--- src/rtl/uart_regfile_pkg.sv ---
// Shared constants, lock state encoding and reset defaults for the UART-facing register file.
package uart_regfile_pkg;

  localparam int unsigned DATA_W = 8;

  localparam logic [DATA_W-1:0] ADDR_CHIP_ID   = 8'hF0;
  localparam logic [DATA_W-1:0] ADDR_STATUS    = 8'hF1;
  localparam logic [DATA_W-1:0] ADDR_EVENT     = 8'hF2;
  localparam logic [DATA_W-1:0] ADDR_IRQ_MASK  = 8'hF3;
  localparam logic [DATA_W-1:0] ADDR_LOCK      = 8'hF4;
  localparam logic [DATA_W-1:0] ADDR_ERR_COUNT = 8'hF6;

  // Byte written to the LOCK register to enter the locked state
  localparam logic [DATA_W-1:0] LOCK_CMD = 8'h01;

  typedef enum logic [1:0] {
    LOCK_UNLOCKED = 2'd0,
    LOCK_LOCKED   = 2'd1,
    LOCK_ARMED    = 2'd2
  } lock_state_e;

  function automatic logic [DATA_W-1:0] cfg_default(input int unsigned idx);
    return (idx == 0) ? 8'h01 : 8'h00;
  endfunction

endpackage

--- src/rtl/uart_regfile_lock.sv ---
// Keyed write-lock state machine: LOCK_CMD locks, LOCK_KEY then ~LOCK_KEY unlocks.
module uart_regfile_lock
  import uart_regfile_pkg::*;
(
  input  logic              clk,
  input  logic              reset_n,
  input  logic              wr_acc,
  input  logic [DATA_W-1:0] wr_addr,
  input  logic [DATA_W-1:0] wr_data,
  input  logic [DATA_W-1:0] lock_key,
  output logic              locked
);

  lock_state_e state_q, state_d;
  logic        locked_q, locked_d;
  logic        is_lock_wr;

  always_ff @(posedge clk) begin
    if (!reset_n) begin
      state_q  <= LOCK_UNLOCKED;
      locked_q <= 1'b0;
    end else begin
      state_q  <= state_d;
      locked_q <= locked_d;
    end
  end

  always_comb begin
    state_d    = state_q;
    is_lock_wr = wr_acc && (wr_addr == ADDR_LOCK);
    unique case (state_q)
      LOCK_UNLOCKED: if (is_lock_wr && (wr_data == LOCK_CMD)) state_d = LOCK_LOCKED;
      LOCK_LOCKED:   if (is_lock_wr && (wr_data == lock_key)) state_d = LOCK_ARMED;
      // Armed only survives one write: the unlock byte or fall back to locked
      LOCK_ARMED:    if (wr_acc) state_d = (is_lock_wr && (wr_data == ~lock_key)) ? LOCK_UNLOCKED
                                                                                   : LOCK_LOCKED;
      default:       state_d = LOCK_UNLOCKED;
    endcase
    locked_d = (state_d != LOCK_UNLOCKED);
  end

  assign locked = locked_q;

endmodule

--- src/rtl/uart_regfile.sv ---
// Register file behind the UART controller: config regs, ID/status, W1C events with irq,
// write lock and a saturating error counter.
module uart_regfile
  import uart_regfile_pkg::*;
#(
  parameter int unsigned       NUM_REGS = 64,
  parameter logic [DATA_W-1:0] CHIP_ID  = 8'h5A,
  parameter logic [DATA_W-1:0] LOCK_KEY = 8'hA5
) (
  input  logic                       clk,
  input  logic                       reset_n,
  input  logic                       write,
  input  logic [DATA_W-1:0]          write_addr,
  input  logic [DATA_W-1:0]          write_data,
  input  logic                       read,
  input  logic [DATA_W-1:0]          read_addr,
  input  logic [DATA_W-1:0]          status_in,
  input  logic [DATA_W-1:0]          event_in,
  output logic [DATA_W-1:0]          read_data,
  output logic [NUM_REGS*DATA_W-1:0] config_bits,
  output logic                       irq,
  output logic                       locked
);

  localparam int unsigned IDX_W = (NUM_REGS > 1) ? $clog2(NUM_REGS) : 1;

  logic              write_q;
  logic [DATA_W-1:0] cfg_q [NUM_REGS];
  logic [DATA_W-1:0] cfg_d [NUM_REGS];
  logic [DATA_W-1:0] event_q, event_d;
  logic [DATA_W-1:0] irq_mask_q, irq_mask_d;
  logic [DATA_W-1:0] err_count_q, err_count_d;
  logic [DATA_W-1:0] status_q;
  logic [DATA_W-1:0] read_data_q, read_data_d;
  logic              irq_q, irq_d;

  logic              wr_acc;
  logic              wr_is_cfg, rd_is_cfg;
  logic [IDX_W-1:0]  wr_idx, rd_idx;
  logic [DATA_W-1:0] ev_clr;
  logic              err_now, err_clr;
  logic [DATA_W-1:0] rd_val;

  // A held strobe is one transaction: only its rising cycle is accepted
  assign wr_acc    = write && !write_q;
  assign wr_is_cfg = write_addr < DATA_W'(NUM_REGS);
  assign rd_is_cfg = read_addr < DATA_W'(NUM_REGS);
  assign wr_idx    = write_addr[IDX_W-1:0];
  assign rd_idx    = read_addr[IDX_W-1:0];

  uart_regfile_lock u_lock (
    .clk      (clk),
    .reset_n  (reset_n),
    .wr_acc   (wr_acc),
    .wr_addr  (write_addr),
    .wr_data  (write_data),
    .lock_key (LOCK_KEY),
    .locked   (locked)
  );

  // Write decode, event flags, error counting and interrupt
  always_comb begin
    cfg_d      = cfg_q;
    irq_mask_d = irq_mask_q;
    ev_clr     = '0;
    err_now    = 1'b0;
    err_clr    = 1'b0;
    if (wr_acc) begin
      if (wr_is_cfg) begin
        if (locked) err_now = 1'b1;
        else        cfg_d[wr_idx] = write_data;
      end else begin
        case (write_addr)
          ADDR_CHIP_ID, ADDR_STATUS: err_now = 1'b1;
          ADDR_EVENT:                ev_clr = write_data;
          ADDR_IRQ_MASK:             irq_mask_d = write_data;
          ADDR_LOCK:                 begin end
          ADDR_ERR_COUNT:            err_clr = 1'b1;
          default:                   err_now = 1'b1;
        endcase
      end
    end
    // A new event beats a simultaneous clear
    event_d = (event_q & ~ev_clr) | event_in;
    if (err_clr)                              err_count_d = '0;
    else if (err_now && (err_count_q != '1))  err_count_d = err_count_q + DATA_W'(1);
    else                                      err_count_d = err_count_q;
    irq_d = |(event_d & irq_mask_q);
  end

  // Read mux samples pre-write state so same-cycle read/write returns the old value
  always_comb begin
    rd_val = '0;
    if (rd_is_cfg) begin
      rd_val = cfg_q[rd_idx];
    end else begin
      case (read_addr)
        ADDR_CHIP_ID:   rd_val = CHIP_ID;
        ADDR_STATUS:    rd_val = status_q;
        ADDR_EVENT:     rd_val = event_q;
        ADDR_IRQ_MASK:  rd_val = irq_mask_q;
        ADDR_LOCK:      rd_val = {7'b0, locked};
        ADDR_ERR_COUNT: rd_val = err_count_q;
        default:        rd_val = '0;
      endcase
    end
    read_data_d = read ? rd_val : read_data_q;
  end

  always_ff @(posedge clk) begin
    if (!reset_n) begin
      write_q     <= 1'b0;
      event_q     <= '0;
      irq_mask_q  <= '0;
      err_count_q <= '0;
      status_q    <= '0;
      read_data_q <= '0;
      irq_q       <= 1'b0;
      for (int unsigned i = 0; i < NUM_REGS; i++) cfg_q[i] <= cfg_default(i);
    end else begin
      write_q     <= write;
      event_q     <= event_d;
      irq_mask_q  <= irq_mask_d;
      err_count_q <= err_count_d;
      status_q    <= status_in;
      read_data_q <= read_data_d;
      irq_q       <= irq_d;
      cfg_q       <= cfg_d;
    end
  end

  for (genvar g = 0; g < NUM_REGS; g++) begin : g_cfg_out
    assign config_bits[DATA_W*g +: DATA_W] = cfg_q[g];
  end

  assign read_data = read_data_q;
  assign irq       = irq_q;

endmodule

--- config.mk ---
export PLATFORM = sky130hd
export DESIGN_NAME = uart_regfile
export DESIGN_NICKNAME = d
export VERILOG_FILES = /design/src/rtl/uart_regfile_pkg.sv /design/src/rtl/uart_regfile_lock.sv /design/src/rtl/uart_regfile.sv
export SDC_FILE = /design/constraint.sdc
export NUM_CORES = 1
export LEC_CHECK = 0
export ABC_CLOCK_PERIOD_IN_PS = 3300
export BUFFER_PORTS_ARGS = -buffer_cell sky130_fd_sc_hd__buf_4
export CAP_MARGIN = 20
export CORE_MARGIN = 10
export CORE_UTILIZATION = 59
export CTS_CLUSTER_SIZE = 14
export DETAILED_ROUTE_END_ITERATION = 12
export PLACE_DENSITY = 0.84
export SLEW_MARGIN = 20
export SYNTH_ARGS = -nofsm -noshare
export SYNTH_HDL_FRONTEND = slang
export SYNTH_SLANG_ARGS = --single-unit
--- constraint.sdc ---
create_clock -name clk -period 3.3 [get_ports clk]
set_input_delay 0.66 -clock clk [delete_from_list [all_inputs] [get_ports clk]]
set_output_delay 0.66 -clock clk [all_outputs]
set_load 0.02 [all_outputs]
==> flow_metrics.env <==
export IMPL_critPathBufInv=1
export IMPL_p_sw_uw=3560
export IMPL_intPower_uw=11400
export IMPL_cp_start_kind="register"
export IMPL_clock_path_buffers=3
export IMPL_holdWs_ns=0.253
export IMPL_seq_power_share_pct=45.3
export IMPL_power_density_nw_per_um2=469
export IMPL_synth_net_count=2966
export IMPL_gr_total_overflow=0
export IMPL_cts_sinks=557
export IMPL_fin_tns_setup_ns=0
export IMPL_synth_adder_area_share_pct=0.0499
export IMPL_hold_viol=0
export IMPL_total_power_uw=14900
export IMPL_critical_path_class="reg2reg"
export IMPL_hpwl_um=76900
export IMPL_synth_most_common_cell="dfxtp_1"
export IMPL_grt_pass1_wl_um=160000
export IMPL_min_period_ns=2.57
export IMPL_worstPathMaxFanout=36
export IMPL_crit_arrival_ns=3.11
export IMPL_viasPerCell=6.77
export IMPL_drive_gt1_share_pct=26.4
export IMPL_nFillCells=3005
export IMPL_relSlewSlack_pct=25.9
export IMPL_synth_area_leaders="dfxtp_1 (44%), a21oi_1 (10%), mux4_2 (9.3%)"
export IMPL_numCtsBuffers=56
export IMPL_crit_required_ns=3.84
export IMPL_yosysSeqAreaShare_pct=44.5
export IMPL_yosys_warnings=0
export IMPL_routedWlPerCell_um=27.7
export IMPL_async_flop_share_pct=0
export IMPL_timing_fmax_ghz=0.388
export IMPL_grt_max_degree=212
export IMPL_ant_nets=0
export IMPL_synth_top_cell_area_share_pct=44.5
export IMPL_synth_xor_area_share_pct=0.245
export IMPL_clk_transition_reported_paths_ns=0.07
export IMPL_syn2layout_area_growth_pct=26.9
export IMPL_leakage_uw=0.0120
export IMPL_h_tree_depth=2
export IMPL_cp_cell_sequence="nor3_2 > and3_2 > nand2b_2 > buf_12 > nor2_1 > nand2_1 > a21oi_1"
export IMPL_die_area_um2=51100
export IMPL_core_um2=41900
export IMPL_status="completed"
export IMPL_synthTopCellsByCount="dfxtp_1 (557), nand2_1 (554), a21oi_1 (504)"
export IMPL_netlist_area_um2=25100
export IMPL_die_h_um=226
export IMPL_num_vias=26600
export IMPL_synth_compound_area_share_pct=17.7
export IMPL_holdBufCountCts=0
export IMPL_synth_cell_type_count=65
export IMPL_placed_area_um2=29700
export IMPL_fin_crit_sh_pct=78.0
export IMPL_grt_pass1_vias=25000
export IMPL_rows=75
export IMPL_tightest_slew_ns=1.11
export IMPL_first_pass_iters=8
export IMPL_clock_power_share_pct=48.5
export IMPL_cts_tree="yes"
export IMPL_boundaryPins=566
export IMPL_synth_simple_gate_area_share_pct=16.8
export IMPL_syn_avg_cell_area_um2=8.58
export IMPL_cts_setup_buffers=0
export IMPL_clk_latency_ns=0.63
export IMPL_yosys_mux_area_fraction_pct=15.9
export IMPL_crit_slowest_cell="nor2_1"
export IMPL_final_setup_viol_count=0
export IMPL_cap_violations=0
export IMPL_portBuffers=565
export IMPL_ctsResizeCount=0
export IMPL_grt_setup_unrepaired="false"
export IMPL_routed_wirelength_um=109000
export IMPL_drc=0
export IMPL_synth_edff_count=0
export IMPL_final_area_um2=31800
export IMPL_cts_root_buf="clkbuf_16"
export IMPL_hold_class="in2reg"
export IMPL_drt_first_iter_violations=4878
export IMPL_track_usage_pct=40.8
export IMPL_die_x_um=226
export IMPL_antenna_cells=0
export IMPL_switching_share_pct=23.8
export IMPL_vdd_drop_max_v=0.000365
export IMPL_crit_family="simple AND/OR/NAND/NOR gates"
export IMPL_endpoint_kind="register"
export IMPL_start_util_pct=59.8
export IMPL_yosysTopAreaCell="dfxtp_1"
export IMPL_ys_ff_latch=557
export IMPL_layout_nets=3393
export IMPL_antenna_found_initial=3
export IMPL_synth_top_family_by_area="compound AO/OA/AOI/OAI gates"
export IMPL_synthCells=2921
export IMPL_drv_slew=0
export IMPL_finalClockSkew_ns=0.0210
export IMPL_comb_power_share_pct=6.1
export IMPL_slowest_delay_ns=0.50
export IMPL_synth_flop_cell="dfxtp_1"
export IMPL_place_gp_congestion=1.02
## per-stage QoR
step	util [%]	instances	setup WS, ns
after floorplan	-	2921	0.944
after global placement	70.9	3829	0.293
after detailed placement	70.9	3829	0.242
after CTS	75.8	3935	0.801
after global routing	75.8	3935	0.590
final	75.8	3935	0.726
## worst reg2reg max path, stage by stage (launching register included)
cell and delay [ns]:
dfxtp_1 0.41, nor3_2 0.36, and3_2 0.32, nand2b_2 0.31
buf_12 0.29, nor2_1 0.53, nand2_1 0.15, a21oi_1 0.15
## flip-flops by register name, summed over array words and instances (netlist names)
name,count
config_bits,512
err_count_q,8
event_q,8
irq_mask_q,8
read_data,8
status_q,8
u_lock.state_q,2
irq,1
u_lock.locked,1
write_q,1
## worst paths after layout
path                         start               end  slack [ns]  cells past startpoint
setup / recovery     u_lock.locked  config_bits[170]        0.73                      7
hold / removal        status_in[5]       status_q[5]        0.25                      2
setup reg to reg     u_lock.locked  config_bits[170]        0.73                      7
hold reg to reg   config_bits[101]  config_bits[101]        0.48                      2
## metal layers
| metal | GRT usage [%] | up-vias | part of all wire, % |
|---|---|---|---|
| met4 | 24.4 | 4 | 6.7 |
| met3 | 11.1 | 459 | 14 |
| met2 | 63.3 | 2381 | 45 |
| met1 | 50.1 | 12600 | 34 |
| met5 | 0 | - | 0.021 |
| li1 | - | 11200 | - |
## cells in the final DEF (no fill, tap or decap), drive strengths merged, types with 10 or more instances in the layout
master,count
dfxtp,557
and2,12
a22oi,13
o21ai,272
clkinv,20
clkbuf,71
nor2,102
nand2,554
mux2,21
bufinv,13
mux4,114
mux2i,114
nand3,247
a21oi,504
buf,647
inv,10
## power groups by stage
| stage | sequential [uW] | clock, uW | combinational, uW |
|---|---|---|---|
| after floorplan | 6920 | 0 | 542 |
| after detailed placement | 6920 | 0 | 867 |
| after global placement | 6920 | 0 | 857 |
| after global routing | 6770 | 7490 | 934 |
| after CTS | 6770 | 7220 | 870 |
| final | 6770 | 7250 | 912 |
## cell type report
class                           count  area (um^2)  share of cell area [%]
Clock buffer                       71         1570                    4.94
Clock inverter                     35          523                    1.64
Inverter                           11         48.8                   0.153
Multi-Input combinational cell   2075        12800                    40.1
Sequential cell                   557        11200                    35.0
Tap cell                          539          674                    2.12
Timing Repair Buffer              647         5090                    16.0
## logic make-up after synthesis
group | Yosys count
AOI/OAI and AO/OA | 844
xor gates and xnor gates | 7
adders and majority gates | 1
buffers and inverters | 289
DFF | 557
muxes | 249
and+or+nand+nor | 974
Note: power is estimated with default switching activity, not from simulation.
